File: src/rtl/led_pkg.sv
// Shared definitions for led_pattern_gen: channel mode encoding, the config record
// carried through the shadow slot, and the channel-select width helper.
package led_pkg;

   localparam int CFG_CH_W    = 3;
   localparam int CFG_FIELD_W = 16;

   typedef enum logic [1:0] {
      MODE_OFF     = 2'd0,
      MODE_ON      = 2'd1,
      MODE_BLINK   = 2'd2,
      MODE_BREATHE = 2'd3
   } led_mode_e;

   // Fields are sized for the largest supported build (8 channels, 16-bit half/duty).
   typedef struct packed {
      logic [CFG_CH_W-1:0]    ch;
      led_mode_e              mode;
      logic [CFG_FIELD_W-1:0] half;
      logic [CFG_FIELD_W-1:0] duty;
   } led_cfg_t;

   function automatic int ch_width(input int n);
      return (n > 1) ? $clog2(n) : 1;
   endfunction

endpackage

File: src/rtl/led_channel.sv
// One LED channel: holds mode/duty/half, the blink phase and half counter, and a registered led bit.
// With LED_BREATHE_EN defined, a per-channel level/direction ramp drives BREATHE; otherwise BREATHE acts as ON.
module led_channel
   import led_pkg::*;
#(
   parameter int PERIOD_W = 12,
   parameter int PWM_W    = 8
) (
   input  logic                   clk,
   input  logic                   rst_n,
   input  logic                   tick,
   input  logic [PWM_W-1:0]       pwm_cnt,
   input  logic                   apply,
   input  led_mode_e              cfg_mode,
   input  logic [CFG_FIELD_W-1:0] cfg_half,
   input  logic [CFG_FIELD_W-1:0] cfg_duty,
   output logic                   led
);

   localparam logic [PERIOD_W-1:0] HALF_MAX = '1;
   localparam logic [PWM_W-1:0]    DUTY_MAX = '1;

   led_mode_e           mode_q, mode_d;
   logic [PWM_W-1:0]    duty_q, duty_d;
   logic [PERIOD_W-1:0] half_q, half_d;
   logic [PERIOD_W-1:0] half_cnt_q, half_cnt_d;
   logic                phase_q, phase_d;
   logic                led_q, led_d;
   logic [PWM_W-1:0]    bright;

`ifdef LED_BREATHE_EN
   logic [PWM_W-1:0]    level_q, level_d;
   logic                down_q, down_d;
`endif

   // A zero half-period runs as one tick; oversized fields clamp to this channel's width.
   always_comb begin
      mode_d     = mode_q;
      duty_d     = duty_q;
      half_d     = half_q;
      phase_d    = phase_q;
      half_cnt_d = half_cnt_q;
      if (apply) begin
         mode_d = cfg_mode;
         if (cfg_duty > CFG_FIELD_W'(DUTY_MAX)) begin
            duty_d = DUTY_MAX;
         end else begin
            duty_d = cfg_duty[PWM_W-1:0];
         end
         if (cfg_half == '0) begin
            half_d = PERIOD_W'(1);
         end else if (cfg_half > CFG_FIELD_W'(HALF_MAX)) begin
            half_d = HALF_MAX;
         end else begin
            half_d = cfg_half[PERIOD_W-1:0];
         end
         phase_d    = 1'b1;
         half_cnt_d = '0;
      end else if (tick) begin
         if (half_cnt_q == half_q - 1'b1) begin
            phase_d    = ~phase_q;
            half_cnt_d = '0;
         end else begin
            half_cnt_d = half_cnt_q + 1'b1;
         end
      end
   end

`ifdef LED_BREATHE_EN
   always_comb begin
      level_d = level_q;
      down_d  = down_q;
      if (apply) begin
         level_d = '0;
         down_d  = 1'b0;
      end else if (tick) begin
         if (!down_q) begin
            if (level_q >= duty_q) begin
               down_d = 1'b1;
               if (level_q != '0) begin
                  level_d = level_q - 1'b1;
               end
            end else begin
               level_d = level_q + 1'b1;
            end
         end else begin
            if (level_q == '0) begin
               down_d = 1'b0;
               if (duty_q != '0) begin
                  level_d = level_q + 1'b1;
               end
            end else begin
               level_d = level_q - 1'b1;
            end
         end
      end
   end
`endif

   always_comb begin
      bright = duty_q;
`ifdef LED_BREATHE_EN
      if (mode_q == MODE_BREATHE) begin
         bright = level_q;
      end
`endif
      led_d = 1'b0;
      case (mode_q)
         MODE_OFF:              led_d = 1'b0;
         MODE_ON, MODE_BREATHE: led_d = (pwm_cnt < bright);
         MODE_BLINK:            led_d = phase_q & (pwm_cnt < bright);
         default:               led_d = 1'b0;
      endcase
   end

   always_ff @(posedge clk or negedge rst_n) begin
      if (!rst_n) begin
         mode_q     <= MODE_OFF;
         duty_q     <= '0;
         half_q     <= PERIOD_W'(1);
         half_cnt_q <= '0;
         phase_q    <= 1'b1;
         led_q      <= 1'b0;
`ifdef LED_BREATHE_EN
         level_q    <= '0;
         down_q     <= 1'b0;
`endif
      end else begin
         mode_q     <= mode_d;
         duty_q     <= duty_d;
         half_q     <= half_d;
         half_cnt_q <= half_cnt_d;
         phase_q    <= phase_d;
         led_q      <= led_d;
`ifdef LED_BREATHE_EN
         level_q    <= level_d;
         down_q     <= down_d;
`endif
      end
   end

   assign led = led_q;

endmodule

File: src/rtl/led_pattern_gen.sv
// Multi-channel LED pattern generator: tick prescaler, shared PWM counter and a single-slot config shadow.
// Define LED_BREATHE_EN to build the BREATHE ramp in each channel; without it mode 3 behaves as ON.
module led_pattern_gen
   import led_pkg::*;
#(
   parameter int  NUM_CH   = 3,
   parameter int  CLK_HZ   = 12_000_000,
   parameter int  TICK_HZ  = 1000,
   parameter int  PERIOD_W = 12,
   parameter int  PWM_W    = 8,
   localparam int CH_W     = ch_width(NUM_CH)
) (
   input  logic                clk_12mhz,
   input  logic                rst_n,
   input  logic                cfg_valid,
   output logic                cfg_ready,
   input  logic [CH_W-1:0]     cfg_ch,
   input  logic [1:0]          cfg_mode,
   input  logic [PERIOD_W-1:0] cfg_half,
   input  logic [PWM_W-1:0]    cfg_duty,
   output logic                tick_o,
   output logic [NUM_CH-1:0]   led
);

   localparam int               DIV      = CLK_HZ / TICK_HZ;
   localparam int               PRE_W    = $clog2(DIV);
   localparam logic [PRE_W-1:0] PRE_LAST = PRE_W'(DIV - 1);

   logic [PRE_W-1:0]  pre_cnt_q, pre_cnt_d;
   logic [PWM_W-1:0]  pwm_cnt_q, pwm_cnt_d;
   logic              pending_q, pending_d;
   led_cfg_t          shadow_q, shadow_d;
   logic              tick;
   logic              accept;
   logic              apply;
   logic [NUM_CH-1:0] ch_apply;

   always_comb begin
      tick      = (pre_cnt_q == PRE_LAST);
      pre_cnt_d = tick ? '0 : pre_cnt_q + 1'b1;
      pwm_cnt_d = pwm_cnt_q + 1'b1;
   end

   // Apply keys off the registered pending flag, so a request accepted on a tick waits for the next one.
   always_comb begin
      cfg_ready = ~pending_q;
      accept    = cfg_valid & ~pending_q;
      apply     = pending_q & tick;
      pending_d = pending_q;
      shadow_d  = shadow_q;
      if (apply) begin
         pending_d = 1'b0;
      end
      if (accept) begin
         pending_d     = 1'b1;
         shadow_d.ch   = CFG_CH_W'(cfg_ch);
         shadow_d.mode = led_mode_e'(cfg_mode);
         shadow_d.half = CFG_FIELD_W'(cfg_half);
         shadow_d.duty = CFG_FIELD_W'(cfg_duty);
      end
   end

   always_ff @(posedge clk_12mhz or negedge rst_n) begin
      if (!rst_n) begin
         pre_cnt_q <= '0;
         pwm_cnt_q <= '0;
         pending_q <= 1'b0;
         shadow_q  <= '0;
      end else begin
         pre_cnt_q <= pre_cnt_d;
         pwm_cnt_q <= pwm_cnt_d;
         pending_q <= pending_d;
         shadow_q  <= shadow_d;
      end
   end

   // An out-of-range channel number matches no instance and is silently dropped.
   for (genvar i = 0; i < NUM_CH; i++) begin : g_ch
      assign ch_apply[i] = apply & (shadow_q.ch == CFG_CH_W'(i));

      led_channel #(
         .PERIOD_W (PERIOD_W),
         .PWM_W    (PWM_W)
      ) u_ch (
         .clk      (clk_12mhz),
         .rst_n    (rst_n),
         .tick     (tick),
         .pwm_cnt  (pwm_cnt_q),
         .apply    (ch_apply[i]),
         .cfg_mode (shadow_q.mode),
         .cfg_half (shadow_q.half),
         .cfg_duty (shadow_q.duty),
         .led      (led[i])
      );
   end

   assign tick_o = tick;

endmodule

File: config.mk
export PLATFORM = sky130hd
export DESIGN_NAME = led_pattern_gen
export DESIGN_NICKNAME = d
export VERILOG_FILES = /design/src/rtl/led_pkg.sv /design/src/rtl/led_channel.sv /design/src/rtl/led_pattern_gen.sv
export SDC_FILE = /design/constraint.sdc
export NUM_CORES = 1
export LEC_CHECK = 0
export CORE_AREA = 2 2 158 160
export CTS_CLUSTER_DIAMETER = 80
export DETAILED_ROUTE_END_ITERATION = 8
export DIE_AREA = 0 0 160 162
export PLACE_DENSITY = 0.58
export SLEW_MARGIN = 5
export SYNTH_ARGS = -nofsm -noshare
export SYNTH_HDL_FRONTEND = slang
export SYNTH_SLANG_ARGS = --single-unit
File: constraint.sdc
create_clock -name clk_12mhz -period 5.27 [get_ports clk_12mhz]
set_clock_uncertainty 0.15 [all_clocks]
set_input_delay 1.3175 -clock clk_12mhz [delete_from_list [all_inputs] [get_ports clk_12mhz]]
set_output_delay 1.3175 -clock clk_12mhz [all_outputs]
set_load 0.05 [all_outputs]
==> run summary, run 1 <==
DRC - 0
Setup Fix Bufs, Post-CTS - 0
core area - 0.02411 mm^2
area of the multi-input gates - 0.004182 mm^2
nets - 945
maximum VDD drop - 0.2165 mV
starting density of the core - 34.60%
Fillers - 2,428
hold path depth - 2
worst-path fanout max - 30
WP data required - 3800 ps
dpl hpwl - 12,760 um
Slew Viols, Final - 0
CTS buffer count - 17
RSZ-0062 raised after global routing - false
slowest cell delay on critical path - 390 ps
Pwr Density - 287.1 mW/mm^2
Placement Rows - 57
Register-to-Register Path Depth - 9
clock latency on the worst-skew pair - 420 ps
Die Y - 162 um
TritonCTS clock tree - yes
vias in the first global route - 5,927
H-tree levels - 4
width of the die - 160 um
CTS root buf - clkbuf_16
Cells after Synth - 867
fin crit period - 3485 ps
DR WL met3 - 509 um
Place WS - 1985 ps
critical path launch point type - flip-flop
metal2 WL - 8280 um
drt pass-1 iters - 5
DRT iter0 DRCs - 406
Total Routing Usage GR - 15.01%
Hold Vio Cnt, Final - 0
Clock Sinks - 155
most used cell, CP - buf_4
pin slew with the least headroom to its limit - 897.7 ps
Total Wirelength - 18,690 um
largest net degree at the start of global routing - 98
DR vias - 6,244
#FFs+latches synth - 155
die area - 0.02592 mm^2
netlist area before placement - 0.008340 mm^2
Routed wire per std cell - 15.24 um
max layer used - met4
Syn-to-layout area delta - 14.84%
antenna-violating nets left - 0
WL met1 - 9613 um
CTS Buffer Depth - 2
drt via density - 5.093
Post-synth ARST share - 100.0%
layout cells sized above 1 - 11.86%
post-synthesis sequential area ratio - 46.59%
Register Area - 0.003886 mm^2
Post-synth EDFFs - 0
Final period util - 66.12%
Yosys Warn Count - 0
Synth Net Count - 923
CP Capture Type - output pin
Critical-path top delay cell - dfrtp_1
first-pass GRT wire length - 31,330 um
distinct cell type count after synthesis - 60
commonest non-fill, non-tap cells in the layout - dfrtp_1 (149), nand2_1 (134), nor2_1 (56)
Slew Limit Headroom - 40.16%
Leak - 4.302 nW
number of port buffers - 31
post_cts resized - 0
worst-path cell chain - ha_1 > nor4b_1 > nand3_1 > buf_4 > inv_1 > buf_4
# diodes - 0
worst hold path class - reg -> reg
most common cell after layout, fill and taps aside - dfrtp_1
Max-Cap Viols - 0
IO Pins - 32
setup ws final - 1785 ps
antenna violations before repair - 0
setup_tns - 0 ps
Clk pin slew, worst setup/hold paths - 60 ps
f_max - 0.2870 GHz
Overflow after GRT - 0
final setup vio count - 0
Setup CP Type - reg -> out
Synth Flop Type - dfrtp_1
hold_buf cts - 0
status - finished clean
Arrival @ worst endpoint - 2020 ps
Placer Congestion - 0.8245
Syn Area/Cell - 9.620 um^2
per-layer routing:
metal,global-route usage (%),up-vias
li1,-,3088
met2,23.04,90
met5,0,-
met1,21.59,3052
met3,2.528,14
met4,4.955,0
cells by family (layout without fill, tap and decap cells):
kind of cell	count (synthesis)	count (layout)	share of synthesized area [%]
buffers and inverters	73	108	3.420
flip-flops	155	155	46.59
AND/OR/NAND/NOR	370	370	22.19
adder cells (fa/ha/maj)	29	29	4.350
AO/OA/AOI/OAI	130	130	10.44
XOR/XNOR	60	60	6.301
multiplexers	50	50	6.706
cells in the mapped netlist, types with 3 or more instances:
library cell / number / area share, %
and2_1: 4 / 0.30
a21o_1: 12 / 1.1
a21oi_1: 17 / 1.0
a211oi_1: 3 / 0.27
nand3b_1: 4 / 0.36
mux2i_1: 3 / 0.36
a2bb2oi_1: 3 / 0.32
nor3_1: 20 / 1.2
dfstp_2: 6 / 1.9
a31oi_1: 6 / 0.45
buf_4: 3 / 0.27
nor2_1: 56 / 2.5
mux2_2: 47 / 6.3
nand3_1: 42 / 2.5
xor2_1: 26 / 2.7
nor2b_1: 11 / 0.83
o31ai_1: 10 / 0.90
nor4_1: 22 / 1.7
nand4_1: 8 / 0.60
nand4b_1: 8 / 0.84
dfrtp_1: 149 / 45
inv_1: 35 / 1.6
o211ai_1: 5 / 0.45
o21ai_0: 46 / 2.8
or3_1: 7 / 0.53
nor4b_1: 3 / 0.32
nand2_1: 134 / 6.0
a211o_1: 4 / 0.42
xnor2_1: 34 / 3.6
and3_1: 20 / 1.5
clkbuf_1: 29 / 1.3
buf_1: 6 / 0.27
nand2b_1: 12 / 0.90
nor3b_1: 6 / 0.54
o32ai_1: 3 / 0.32
or4_4: 3 / 0.41
ha_1: 29 / 4.4
where the power goes:
part | switching, mW | internal [mW] | total, mW
Combinational | 0.0567 | 0.0836 | 0.140
Clock | 0.546 | 0.684 | 1.23
Sequential | 0.118 | 1.26 | 1.38
Total | 0.720 | 2.03 | 2.75
critical path: cells and delay by family (launching register included):
kind                     cells  cell delay, ps
buffers and inverters        3             570
flip-flops                   1             390
AND/OR/NAND/NOR              2             370
adder cells (fa/ha/maj)      1             260
stage by stage:
stage          power, mW  util (%)  hold slack [ps]  std cells  area (um^2)
2_1_floorplan      1.432         -            288.7        867         8341
3_3_place_gp       1.543     37.29            301.6       1194         8989
3_5_place_dp       1.547     37.29            306.0       1194         8989
4_1_cts            2.785     39.73            321.1       1226         9578
5_1_grt            2.861     39.73            342.3       1226         9578
6_report           2.750     39.73            317.7       1226         9578
cell type report:
| type | instances | area share, % |
|---|---|---|
| timing repair buffer | 41 | 4.010 |
| clock buffer | 18 | 4.585 |
| sequential | 155 | 40.57 |
| tap | 324 | 4.233 |
| inverter | 35 | 1.372 |
| multi-input combinational | 639 | 43.66 |
| clock inverter | 14 | 1.568 |
final timing paths:
kind	slack [ps]	start	to
max in group asynchronous	3100	rst_n	g_ch[0].u_ch.half_q[0]$_DFFE_PN1P_
min in group asynchronous	840	rst_n	g_ch[2].u_ch.half_cnt_q[9]$_DFFE_PN0P_
max	1790	pre_cnt_q[0]$_DFF_PN0_	tick_o
min reg2reg	320	g_ch[1].u_ch.mode_q[1]$_DFFE_PN0P_	g_ch[1].u_ch.mode_q[1]$_DFFE_PN0P_
max reg2reg	1980	g_ch[1].u_ch.half_q[1]$_DFFE_PN0P_	g_ch[1].u_ch.half_cnt_q[6]$_DFFE_PN0P_
min	320	g_ch[1].u_ch.mode_q[1]$_DFFE_PN0P_	g_ch[1].u_ch.mode_q[1]$_DFFE_PN0P_
flip-flops by register name, summed over array words and instances (netlist names):
signal	cells
g_ch.u_ch.half_cnt_q	36
g_ch.u_ch.half_q	36
g_ch.u_ch.bright	24
shadow_q	24
pre_cnt_q	14
pwm_cnt_q	8
g_ch.u_ch.mode_q	6
g_ch.u_ch.led	3
g_ch.u_ch.phase_q	3
pending_q	1
Power figures use the tool's default switching activity.
==> run 2: changes to the inputs <==
- PLACE_DENSITY: 0.58 -> 0.6
- clock period: 5.27 -> 2.9 ns (I/O delays scaled with it)
==> run summary, run 2 (same netlist as run 1, synthesis figures left out) <==
post-route cell area - 0.009834 mm^2
core area - 0.02411 mm^2
clock latency on the worst-skew pair - 430 ps
starting density of the core - 34.60%
met2 global-route usage - 23.55%
largest net degree at the start of global routing - 65
Total Wirelength - 18,490 um
Slew Viols, Final - 0
DRC - 0
worst hold path class - in -> async
first-pass GRT wire length - 31,130 um
most used cell, CP - or4_4
slowest cell delay on critical path - 620 ps
vias in the first global route - 6,100
Max-Cap Viols - 0
Finished Core Util - 40.80%
Routed wire per std cell - 14.85 um
pin slew with the least headroom to its limit - 620.8 ps
WP data required - 3120 ps
commonest non-fill, non-tap cells in the layout - dfrtp_1 (149), nand2_1 (134), nor2_1 (56)
setup ws final - 49.76 ps
Cell Count, Final, Fillers Out - 1,245
CP Capture Type - flip-flop
layout cells sized above 1 - 14.12%
die area - 0.02592 mm^2
Pwr Density - 521.1 mW/mm^2
Clock Sinks - 155
worst-path cell chain - or4_4 > o31a_1 > o32ai_1 > a31oi_1 > or4_4 > a21oi_4 > o22a_1
CTS Buffer Depth - 2
Overflow after GRT - 0
worst-path fanout max - 4
Largest regs - g_ch.u_ch.half_cnt_q (36), g_ch.u_ch.half_q (36)
nets - 964
placement-stage cell area - 0.009151 mm^2
Worst Path Buf+Inv - 0
Leak - 4.440 nW
DR vias - 6,300
Fillers - 2,437
maximum VDD drop - 0.3940 mV
WHS - 140.2 ps
drt pass-1 iters - 5
grt met1 use - 20.72%
Slew Limit Headroom - 58.61%
Hold Vio Cnt, Final - 0
number of port buffers - 31
most common cell after layout, fill and taps aside - dfrtp_1
TritonCTS clock tree - yes
H-tree levels - 4
Final period util - 98.28%
DRT iter0 DRCs - 394
setup_tns - 0 ps
Syn-to-layout area delta - 17.91%
Arrival @ worst endpoint - 3070 ps
Die Y - 162 um
width of the die - 160 um
Place WS - 66.76 ps
status - finished clean
antenna violations before repair - 0
final setup vio count - 0
Tot Pwr - 5.125 mW
global routing's busiest layer - met2
f_max - 0.3508 GHz
family with the most delay on the worst path - simple AND/OR/NAND/NOR gates
fin crit period - 2850 ps
Placer Congestion - 0.8421
dpl hpwl - 12,980 um
RSZ-0062 raised after global routing - true
Total Routing Usage GR - 14.94%
critical path launch point type - flip-flop
# diodes - 0
Setup CP Type - reg -> reg
antenna-violating nets left - 0
CTS buffer count - 17
drt via density - 5.060
CTS root buf - clkbuf_16
DP Cell Count - 1,209
IO Pins - 32
Critical-path top delay cell - or4_4
Placement Rows - 57
Clk pin slew, worst setup/hold paths - 70 ps
GR Util met3 - 2.860%
run 2: cell types whose count changed in the layout (fill, tap and decap cells not counted), sizes merged:
cell      change
clkbuf        -1
inv           +1
bufinv        +1
buf          +19
clkinvlp      -1
run 2: layout make-up:
class | count | area [um^2] | share of cell area, %
Inverter | 35 | 135.1 | 1.374
Clock buffer | 17 | 425.4 | 4.326
Sequential cell | 155 | 3886 | 39.52
Timing Repair Buffer | 60 | 580.6 | 5.903
Clock inverter | 15 | 196.4 | 1.997
Tap cell | 324 | 405.4 | 4.122
Multi-Input combinational cell | 639 | 4205 | 42.76
run 2: metal layers:
metal / up-vias / routed length [um]
li1: 3142 / -
met1: 3038 / 9361
met2: 97 / 8141
met3: 23 / 591
met4: 0 / 391
met5: - / 0
run 2: power breakdown:
part	total, mW	switching (mW)	internal (mW)
combinational	0.263	0.105	0.159
sequential	2.49	0.203	2.29
clock	2.37	1.04	1.32
total	5.13	1.35	3.77
run 2: worst paths after layout:
check / slack (ps) / cells past startpoint / end / start
worst min register to register: 320 / 2 / g_ch[0].u_ch.mode_q[1]$_DFFE_PN0P_ / g_ch[0].u_ch.mode_q[1]$_DFFE_PN0P_
worst max-delay path: 50 / 7 / g_ch[2].u_ch.phase_q$_DFFE_PN1P_ / g_ch[2].u_ch.half_q[2]$_DFFE_PN0P_
worst min-delay path: 140 / 1 / g_ch[2].u_ch.half_cnt_q[4]$_DFFE_PN0P_ / rst_n
max in group asynchronous: 1760 / 2 / g_ch[1].u_ch.half_q[0]$_DFFE_PN1P_ / rst_n
min in group clk_12mhz: 320 / 2 / g_ch[0].u_ch.mode_q[1]$_DFFE_PN0P_ / g_ch[0].u_ch.mode_q[1]$_DFFE_PN0P_
worst max register to register: 50 / 7 / g_ch[2].u_ch.phase_q$_DFFE_PN1P_ / g_ch[2].u_ch.half_q[2]$_DFFE_PN0P_
run 2: timing repair:
| action | CTS | global route |
|---|---|---|
| hold buffers | 0 | 0 |
| gates resized for setup | 0 | 6 |
| setup buffers | 0 | 4 |
| endpoints found under the setup margin | 0 | 24 |
==> run 3: changes to the inputs <==
- SKIP_CTS_REPAIR_TIMING: not set -> 1
==> results of run 3 <==
The final DEF is identical to that of run 2; final timing and power are the same.
